$ cat src/rtl/ldpc_pkg.sv
// Shared constants and state encoding for the LDPC encoder frame sequencer.
package ldpc_pkg;

    localparam int K_BITS     = 4320;
    localparam int GROUP      = 360;
    localparam int CNT_W      = 13;
    localparam int ADDR_W     = 9;
    localparam int CLR_CYCLES = 4;
    localparam int FLUSH_CYC  = 1;
    localparam int TMR_W      = 3;

    localparam logic [CNT_W-1:0]  CNT_LAST   = CNT_W'(K_BITS - 1);
    localparam logic [ADDR_W-1:0] ADDR_FIRST = ADDR_W'(GROUP - 1);
    localparam logic [TMR_W-1:0]  TMR_CLR    = TMR_W'(CLR_CYCLES - 1);
    localparam logic [TMR_W-1:0]  TMR_FLUSH  = TMR_W'(FLUSH_CYC - 1);

    typedef enum logic [2:0] {
        ST_IDLE   = 3'd0,
        ST_CLR    = 3'd1,
        ST_LOAD   = 3'd2,
        ST_FLUSH  = 3'd3,
        ST_PARITY = 3'd4,
        ST_DRAIN  = 3'd5
    } state_t;

endpackage

$ cat src/rtl/ldpc_enc_ctrl.sv
// Frame sequencer: clears the parity encoder, streams K info bits into it, then
// reads the parity word out MSB-first and emits the serial codeword.
//
// state     | meaning
// ----------+---------------------------------------------------------------
// ST_IDLE   | waiting for start
// ST_CLR    | encoder held in clear for CLR_CYCLES cycles
// ST_LOAD   | accepting info bits, enc_counter tracks the bit index
// ST_FLUSH  | FLUSH_CYC idle cycles before the first parity read
// ST_PARITY | GROUP parity reads, enc_out_addr counting down to 0
// ST_DRAIN  | last parity bit returns from the encoder
module ldpc_enc_ctrl
    import ldpc_pkg::*;
(
    input  logic              clk,
    input  logic              rst_n,
    input  logic              start,
    input  logic              s_valid,
    input  logic              s_data,
    output logic              s_ready,
    output logic              m_valid,
    output logic              m_data,
    output logic              m_sof,
    output logic              m_eof,
    output logic              busy,
    output logic              frame_done,
    output logic              enc_rst_n,
    output logic              enc_din_valid,
    output logic              enc_din,
    output logic [CNT_W-1:0]  enc_counter,
    output logic [ADDR_W-1:0] enc_out_addr,
    output logic              enc_dvc,
    input  logic              enc_dout
);

    state_t             state_q, state_d;
    logic [TMR_W-1:0]   tmr_q, tmr_d;
    logic [CNT_W-1:0]   cnt_q, cnt_d;
    logic [ADDR_W-1:0]  addr_q, addr_d;
    logic               done_q, done_d;
    logic               sys_v_q, sys_data_q, par_v_q, sof_q, eof_q;
    logic               accept;

    assign s_ready       = (state_q == ST_LOAD);
    assign accept        = s_valid & s_ready;
    assign enc_din_valid = accept;
    assign enc_din       = s_data;
    assign enc_rst_n     = (state_q != ST_CLR);
    assign enc_dvc       = (state_q == ST_PARITY);
    assign busy          = (state_q != ST_IDLE);
    assign enc_counter   = cnt_q;
    assign enc_out_addr  = addr_q;

    always_comb begin
        state_d = state_q;
        tmr_d   = tmr_q;
        cnt_d   = cnt_q;
        addr_d  = addr_q;
        done_d  = 1'b0;
        case (state_q)
            ST_IDLE: begin
                if (start) begin
                    state_d = ST_CLR;
                    tmr_d   = TMR_CLR;
                    cnt_d   = '0;
                end
            end
            ST_CLR: begin
                cnt_d = '0;
                if (tmr_q == '0) begin
                    state_d = ST_LOAD;
                end else begin
                    tmr_d = tmr_q - 1'b1;
                end
            end
            ST_LOAD: begin
                if (accept) begin
                    if (cnt_q == CNT_LAST) begin
                        state_d = ST_FLUSH;
                        tmr_d   = TMR_FLUSH;
                        cnt_d   = '0;
                    end else begin
                        cnt_d = cnt_q + 1'b1;
                    end
                end
            end
            ST_FLUSH: begin
                if (tmr_q == '0) begin
                    state_d = ST_PARITY;
                    addr_d  = ADDR_FIRST;
                end else begin
                    tmr_d = tmr_q - 1'b1;
                end
            end
            ST_PARITY: begin
                // Address parks at 0 once the last read is issued.
                if (addr_q == '0) begin
                    state_d = ST_DRAIN;
                end else begin
                    addr_d = addr_q - 1'b1;
                end
            end
            ST_DRAIN: begin
                state_d = ST_IDLE;
                done_d  = 1'b1;
            end
            default: begin
                state_d = ST_IDLE;
            end
        endcase
    end

    always_ff @(posedge clk) begin
        if (!rst_n) begin
            state_q    <= ST_IDLE;
            tmr_q      <= '0;
            cnt_q      <= '0;
            addr_q     <= '0;
            done_q     <= 1'b0;
            sys_v_q    <= 1'b0;
            sys_data_q <= 1'b0;
            par_v_q    <= 1'b0;
            sof_q      <= 1'b0;
            eof_q      <= 1'b0;
        end else begin
            state_q    <= state_d;
            tmr_q      <= tmr_d;
            cnt_q      <= cnt_d;
            addr_q     <= addr_d;
            done_q     <= done_d;
            sys_v_q    <= accept;
            sys_data_q <= s_data;
            par_v_q    <= enc_dvc;
            sof_q      <= accept & (cnt_q == '0);
            eof_q      <= enc_dvc & (addr_q == '0);
        end
    end

    // The encoder presents each parity bit one cycle after its read, which is
    // exactly when par_v_q is high, so enc_dout is forwarded in that beat.
    assign m_valid    = sys_v_q | par_v_q;
    assign m_data     = par_v_q ? enc_dout : (sys_v_q & sys_data_q);
    assign m_sof      = sof_q;
    assign m_eof      = eof_q;
    assign frame_done = done_q;

endmodule
$ cat config.mk
export PLATFORM = sky130hd
export DESIGN_NAME = ldpc_enc_ctrl
export DESIGN_NICKNAME = d
export VERILOG_FILES = /design/src/rtl/ldpc_pkg.sv /design/src/rtl/ldpc_enc_ctrl.sv
export SDC_FILE = /design/constraint.sdc
export NUM_CORES = 1
export LEC_CHECK = 0
export CORE_UTILIZATION = 49
export CTS_BUF_LIST = sky130_fd_sc_hd__clkbuf_4 sky130_fd_sc_hd__clkbuf_8 sky130_fd_sc_hd__clkbuf_16
export DETAILED_ROUTE_END_ITERATION = 7
export PLACE_DENSITY = 0.8
export SYNTH_ARGS = -nofsm -noshare
export SYNTH_HDL_FRONTEND = slang
export SYNTH_SLANG_ARGS = --single-unit
$ cat constraint.sdc
create_clock -name clk -period 2.2 [get_ports clk]
set_clock_uncertainty 0.05 [all_clocks]
set_input_delay 0.22 -clock clk [delete_from_list [all_inputs] [get_ports clk]]
set_output_delay 0.22 -clock clk [all_outputs]
set_load 0.01 [all_outputs]
Yosys cells after proc, flatten, opt, wreduce, memory -nomap -nowiden
Cells that the tools add are included.
{"block": "word_totals", "in_bits": 6, "elab_cells": 67, "reg_bits": 34}
{"block": "op_classes", "addsub": 3, "n_eq_ne": 15, "n_mux": 21, "n_reduce_logical": 13, "n_bitwise": 5}
{"operator": "2-to-1 mux 13 bit", "n": 3}
{"operator": "case mux 13 bit (3 select lines)", "n": 1}
{"operator": "2-to-1 mux 3 bit", "n": 10}
{"operator": "2-to-1 mux 9 bit", "n": 2}
{"operator": "case mux 9 bit (2 select lines)", "n": 1}
{"operator": "case mux 3 bit (5 select lines)", "n": 1}
{"operator": "adder 13 x 1 -> 13 bit (second input constant)", "n": 1}
{"operator": "equality test 13 bit (second input constant)", "n": 1}
{"operator": "logical NOT 13 bit", "n": 1}
{"operator": "inequality test 2 bit (second input constant)", "n": 5}
{"operator": "logical NOT 9 bit", "n": 1}
{"operator": "case mux 3 bit (3 select lines)", "n": 1}
{"operator": "nonzero test 3 bit", "n": 3}
{"operator": "subtractor 9 x 1 -> 9 bit (second input constant)", "n": 1}
{"operator": "equality test 3 x 2 -> 1 bit (second input constant)", "n": 2}
{"operator": "equality test 3 bit (second input constant)", "n": 2}
{"operator": "logical NOT 3 bit", "n": 2}
{"operator": "inequality test 2 x 1 -> 1 bit (second input constant)", "n": 3}
{"operator": "AND reduction 3 bit", "n": 2}
{"operator": "AND reduction 6 bit", "n": 1}
{"operator": "AND reduction 5 bit", "n": 1}
{"operator": "AND 1 bit", "n": 4}
{"operator": "equality test 3 x 1 -> 1 bit (second input constant)", "n": 1}
{"operator": "inequality test 3 x 1 -> 1 bit (second input constant)", "n": 1}
{"operator": "5 further kinds", "n": 6}

Depth between registers and ports, before layout
{"block": "depth", "word_depth": 4, "mapped_depth": 7}

Least setup slack after synthesis
OpenSTA, ideal clock, no wires.
{"block": "synth_path", "kind": "reg-to-reg", "start": "register addr_q[0] (netlist: enc_out_addr[0])", "end": "register addr_q[0] (netlist: enc_out_addr[0])", "stages_incl_launch_ff": 7, "required_time_ns": 2.034, "arrival_time_ns": 1.709, "slack_ns": 0.325, "setup_ns": 0.116, "cell_sequence": "dfxtp_1 -> inv_1 -> ha_1 -> or3b_2 -> o31a_1 -> nand2b_4 -> o211a_1"}
{"block": "synth_between", "elab_chain_len": 3, "elab_cells_between_ends": 6, "cone_classes": "add/sub (1); eq/ne (1); mux (2); reduce/logical (2)"}
{"item": "from (decl)", "line_no": "ldpc_enc_ctrl.sv:39", "rtl": "logic [ADDR_W-1:0] addr_q, addr_d;"}
{"item": "from (signal assigned)", "line_no": "ldpc_enc_ctrl.sv:129", "rtl": "addr_q <= addr_d;"}
{"item": "subtractor 9 x 1 -> 9 bit / logical NOT 9 bit (equally long branches)", "line_no": "ldpc_enc_ctrl.sv:100, ldpc_enc_ctrl.sv:97"}
{"item": "2-to-1 mux 9 bit / inequality test 2 bit (equally long branches)"}
{"item": "case mux 9 bit (2 select lines) / AND reduction 3 bit (equally long branches)"}
Several ways; a longest one is shown, not always the timed one. The select of a mux whose other input is x is not followed.
A chain may end at the register's enable or synchronous reset.

Worst setup path after layout
{"block": "layout_path", "start": "register state_q[0]", "end": "output enc_din_valid"}
{"block": "layout_between", "elab_chain_len": 2}
{"item": "from (decl)", "line_no": "ldpc_enc_ctrl.sv:36", "rtl": "state_t state_q, state_d;"}
{"item": "from (signal assigned)", "line_no": "ldpc_enc_ctrl.sv:126", "rtl": "state_q <= state_d;"}
{"item": "equality test 3 x 2 -> 1 bit", "line_no": "ldpc_enc_ctrl.sv:44", "rtl": "assign s_ready = (state_q == ST_LOAD);"}
{"item": "AND 1 bit", "line_no": "ldpc_enc_ctrl.sv:45", "rtl": "assign accept = s_valid & s_ready;"}
{"item": "to (decl)", "line_no": "ldpc_enc_ctrl.sv:28", "rtl": "output logic enc_din_valid,"}
Every way passes these cells.

==> reports/metrics.cfg <==
[place]
dp_worst_setup_slack_ns=0.223
post_dp_cell_area_um2=2180
gp_congestion=0.827
count_of_input_and_output_buffers=38
dpl.hpwl_mm=2.80

[pwr]
power.static_leakage_nw=0.805
ir_drop_mv=0.453
power.density_cell_area_nw_per_um2=842
switching_power_w=0.000664
p_sw_share_pct=34.8
p_seq_share_pct=39.6
logic_gate_share_of_total_power_pct=36.5
power_report.internal_total_w=0.00124
share_clk_of_total_power_pct=23.9

[die]
io_pins=39
floorplan.core_area_um2=3340
dieHeight_um=61.3
dieWidth_um=61.3
std_cell_rows=21
start_util_pct=51.6
floorplan.die_area_um2=3750

[timing]
post-route-worst-setup-slack_ns=0.150
unrepaired_setup_endpoints_after_global_routing=false
hold_violations=0
drv_slew=0
tightestPinTransition_ns=0.442
maxClockFrequency_mhz=488
min_period_over_period_pct=93.2
setup-tns-final_ns=0
maxSlewHeadroom_pct=70.5
finalSetupViolCount=0
final_period_minus_worst_setup_slack_ns=2.05
hold_ws_ns=0.442

[job]
drv_cap=0

[route]
antenna_violating_nets_post_route=0
drt_wl_total_mm=3.85
detail_route.wl_per_cell_um=13.0
detailed_route_via_count=1619
viasPerCell=5.47
drt_iter0_markers=57
drc=0
drtPass1Iterations=4

[yosys]
ys_ff_latch=34
syn_area_um2=1720
synth-edff-count=0
syn-instance-count=205
synth_async_sr_flop_share_pct=0
syn_nets=216
synth-main-ff-cell=dfxtp_1
synth_area_per_cell_um2=8.39
post_synth_num_cell_types=49
seq_area_frac_synth_pct=39.6
ys.warnings.count=0

[finish]
post_route_cells_drive_above_1_share_pct=11.6
num_antenna_cells=0
fillCellCount=293
fin_util_pct=67.9
layout_common_cells=clkdlybuf4s50_1, dfxtp_1, nand2_1
multi_input_area_um2=966
commonest_non_fill_non_tap_cell_in_the_layout=clkdlybuf4s50_1
postLayoutCellArea_um2=2260
seq_area_um2=684
flow.area_growth_from_synthesis_pct=31.6
post_layout_nets=260

[setup_path]
regToRegStartpoint=enc_out_addr[0]$_SDFFE_PN0P_
crit_path_end_kind=primary output
timing.critical_path.required_ns=1.93
r2r_slack_ns=0.20
critical_path.reg2reg.endpoint=enc_out_addr[0]$_SDFFE_PN0P_
cp_max_fo=13
critical_path_class=flop to primary output
reg2regPathDepth=6
setup.worst_path.start_class=flop
crit_arrival_ns=1.78

[cts]
cts.repair_timing.setup_buffer_count=0
cts-root-to-sink-buffers=2
cts_tree=done
insertion_delay_ns=0.34
cts-root-buf=clkbuf_4
cts.sinks=34
path_clk_slew_ns=0.11
htree_num_levels=2
cts-buffers-inserted=5

[min_path]
timing.hold.worst.class=primary input to flop
hold-path-endpoint=sys_data_q$_SDFF_PN0_
hold_depth=2
holdCritStartpoint=s_data

[global_route]
grt_antenna_before_repair=0
overflow=0
grt_pass1_vias=1385
maximum_number_of_pins_on_one_net_before_global_route_repair=29
grt.total_usage_pct=22.2
grt_first_pass_wirelength_mm=6.07

[outcome]
run_status=finished, final reports clean

## metrics by stage
stage,power [W],instances
2_1_floorplan,0.00122,205
3_3_place_gp,0.00145,288
3_5_place_dp,0.00146,288
4_1_cts,0.00192,296
5_1_grt,0.00204,296
6_report,0.00191,296
## cell usage after synthesis (all sizes together) (3+ instances only)
cell    number  area, um2
ha           5       62.6
o21ai       13       68.8
nand3       10       50.1
nand4        3       18.8
clkbuf       4       15.0
and2         3       18.8
xor2         4       35.0
and4b        3       30.0
dfxtp       34        681
nor3         9       45.0
nand2b       4       32.5
a21boi       5       37.5
inv          8       30.0
nor2        17       63.8
nor4         4       25.0
nor2b        4       25.0
a21oi       10       50.1
nand2       21       78.8
buf          5       27.5
xnor2        8       70.1
## how the worst max path moves through the flow
stage | endpoint | depth (start not counted) | start | slack, ns
detailed placement | enc_counter[11]$_SDFFE_PN0P_ | 6 | start | 0.22
finish | enc_din_valid | 4 | state_q[0]$_SDFFE_PN0P_ | 0.15
floorplan | enc_out_addr[0]$_SDFFE_PN0P_ | 6 | enc_out_addr[0]$_SDFFE_PN0P_ | 0.32
CTS | enc_dvc | 3 | state_q[2]$_SDFFE_PN0P_ | 0.06
global route | enc_dvc | 4 | state_q[0]$_SDFFE_PN0P_ | 0.04
global placement | enc_counter[9]$_SDFFE_PN0P_ | 6 | start | 0.24
## sequential cells by signal (all words and copies together) (netlist names)
name	cells
enc_counter	13
enc_out_addr	9
state_q	3
tmr_q	3
frame_done	1
m_eof	1
m_sof	1
par_v_q	1
sys_data_q	1
sys_v_q	1
## final cells by class
| class | count | area share, % |
|---|---|---|
| clock buffer | 5 | 1.66 |
| tap | 46 | 2.54 |
| sequential | 34 | 30.2 |
| clock inverter | 3 | 1.99 |
| multi-input combinational | 153 | 42.7 |
| inverter | 9 | 1.49 |
| timing repair buffer | 46 | 19.4 |
## critical path, cell delays in order (launching register included)
cell and delay (ns):
dfxtp_2 0.39, nand2b_1 0.17, buf_4 0.15, nor2_1 0.17, clkdlybuf4s50_1 0.56
## cells by family (layout without fill, tap and decap cells)
family | Yosys count | after routing | synth area share, %
and+or+nand+nor | 90 | 90 | 28.1
AOI/OAI and AO/OA | 45 | 45 | 17.5
DFF | 34 | 34 | 39.6
buffers and inverters | 18 | 63 | 4.44
xor gates and xnor gates | 12 | 12 | 6.11
adders and majority gates | 5 | 5 | 3.64
muxes | 1 | 1 | 0.654
## power by group through the flow
stage	Combinational (W)	Clock [W]	Sequential (W)
final	0.000697	0.000456	0.000755
after global routing	0.000776	0.000497	0.000768
after CTS	0.000695	0.000467	0.000756
after detailed placement	0.000692	0	0.000766
after global placement	0.000684	0	0.000764
after floorplan	0.000491	0	0.000727
## layer usage
layer  share of wire, %  GRT usage [%]
met4                1.7           11.7
met1                 47           29.5
met2                 45           34.0
met3                6.6           4.62
met5                  0              0
## timing repair
action,CTS,global route
hold buffers,0,0
gates resized for setup,2,3
endpoints found under the setup margin,1,1
(Power assumes the default switching activity.)
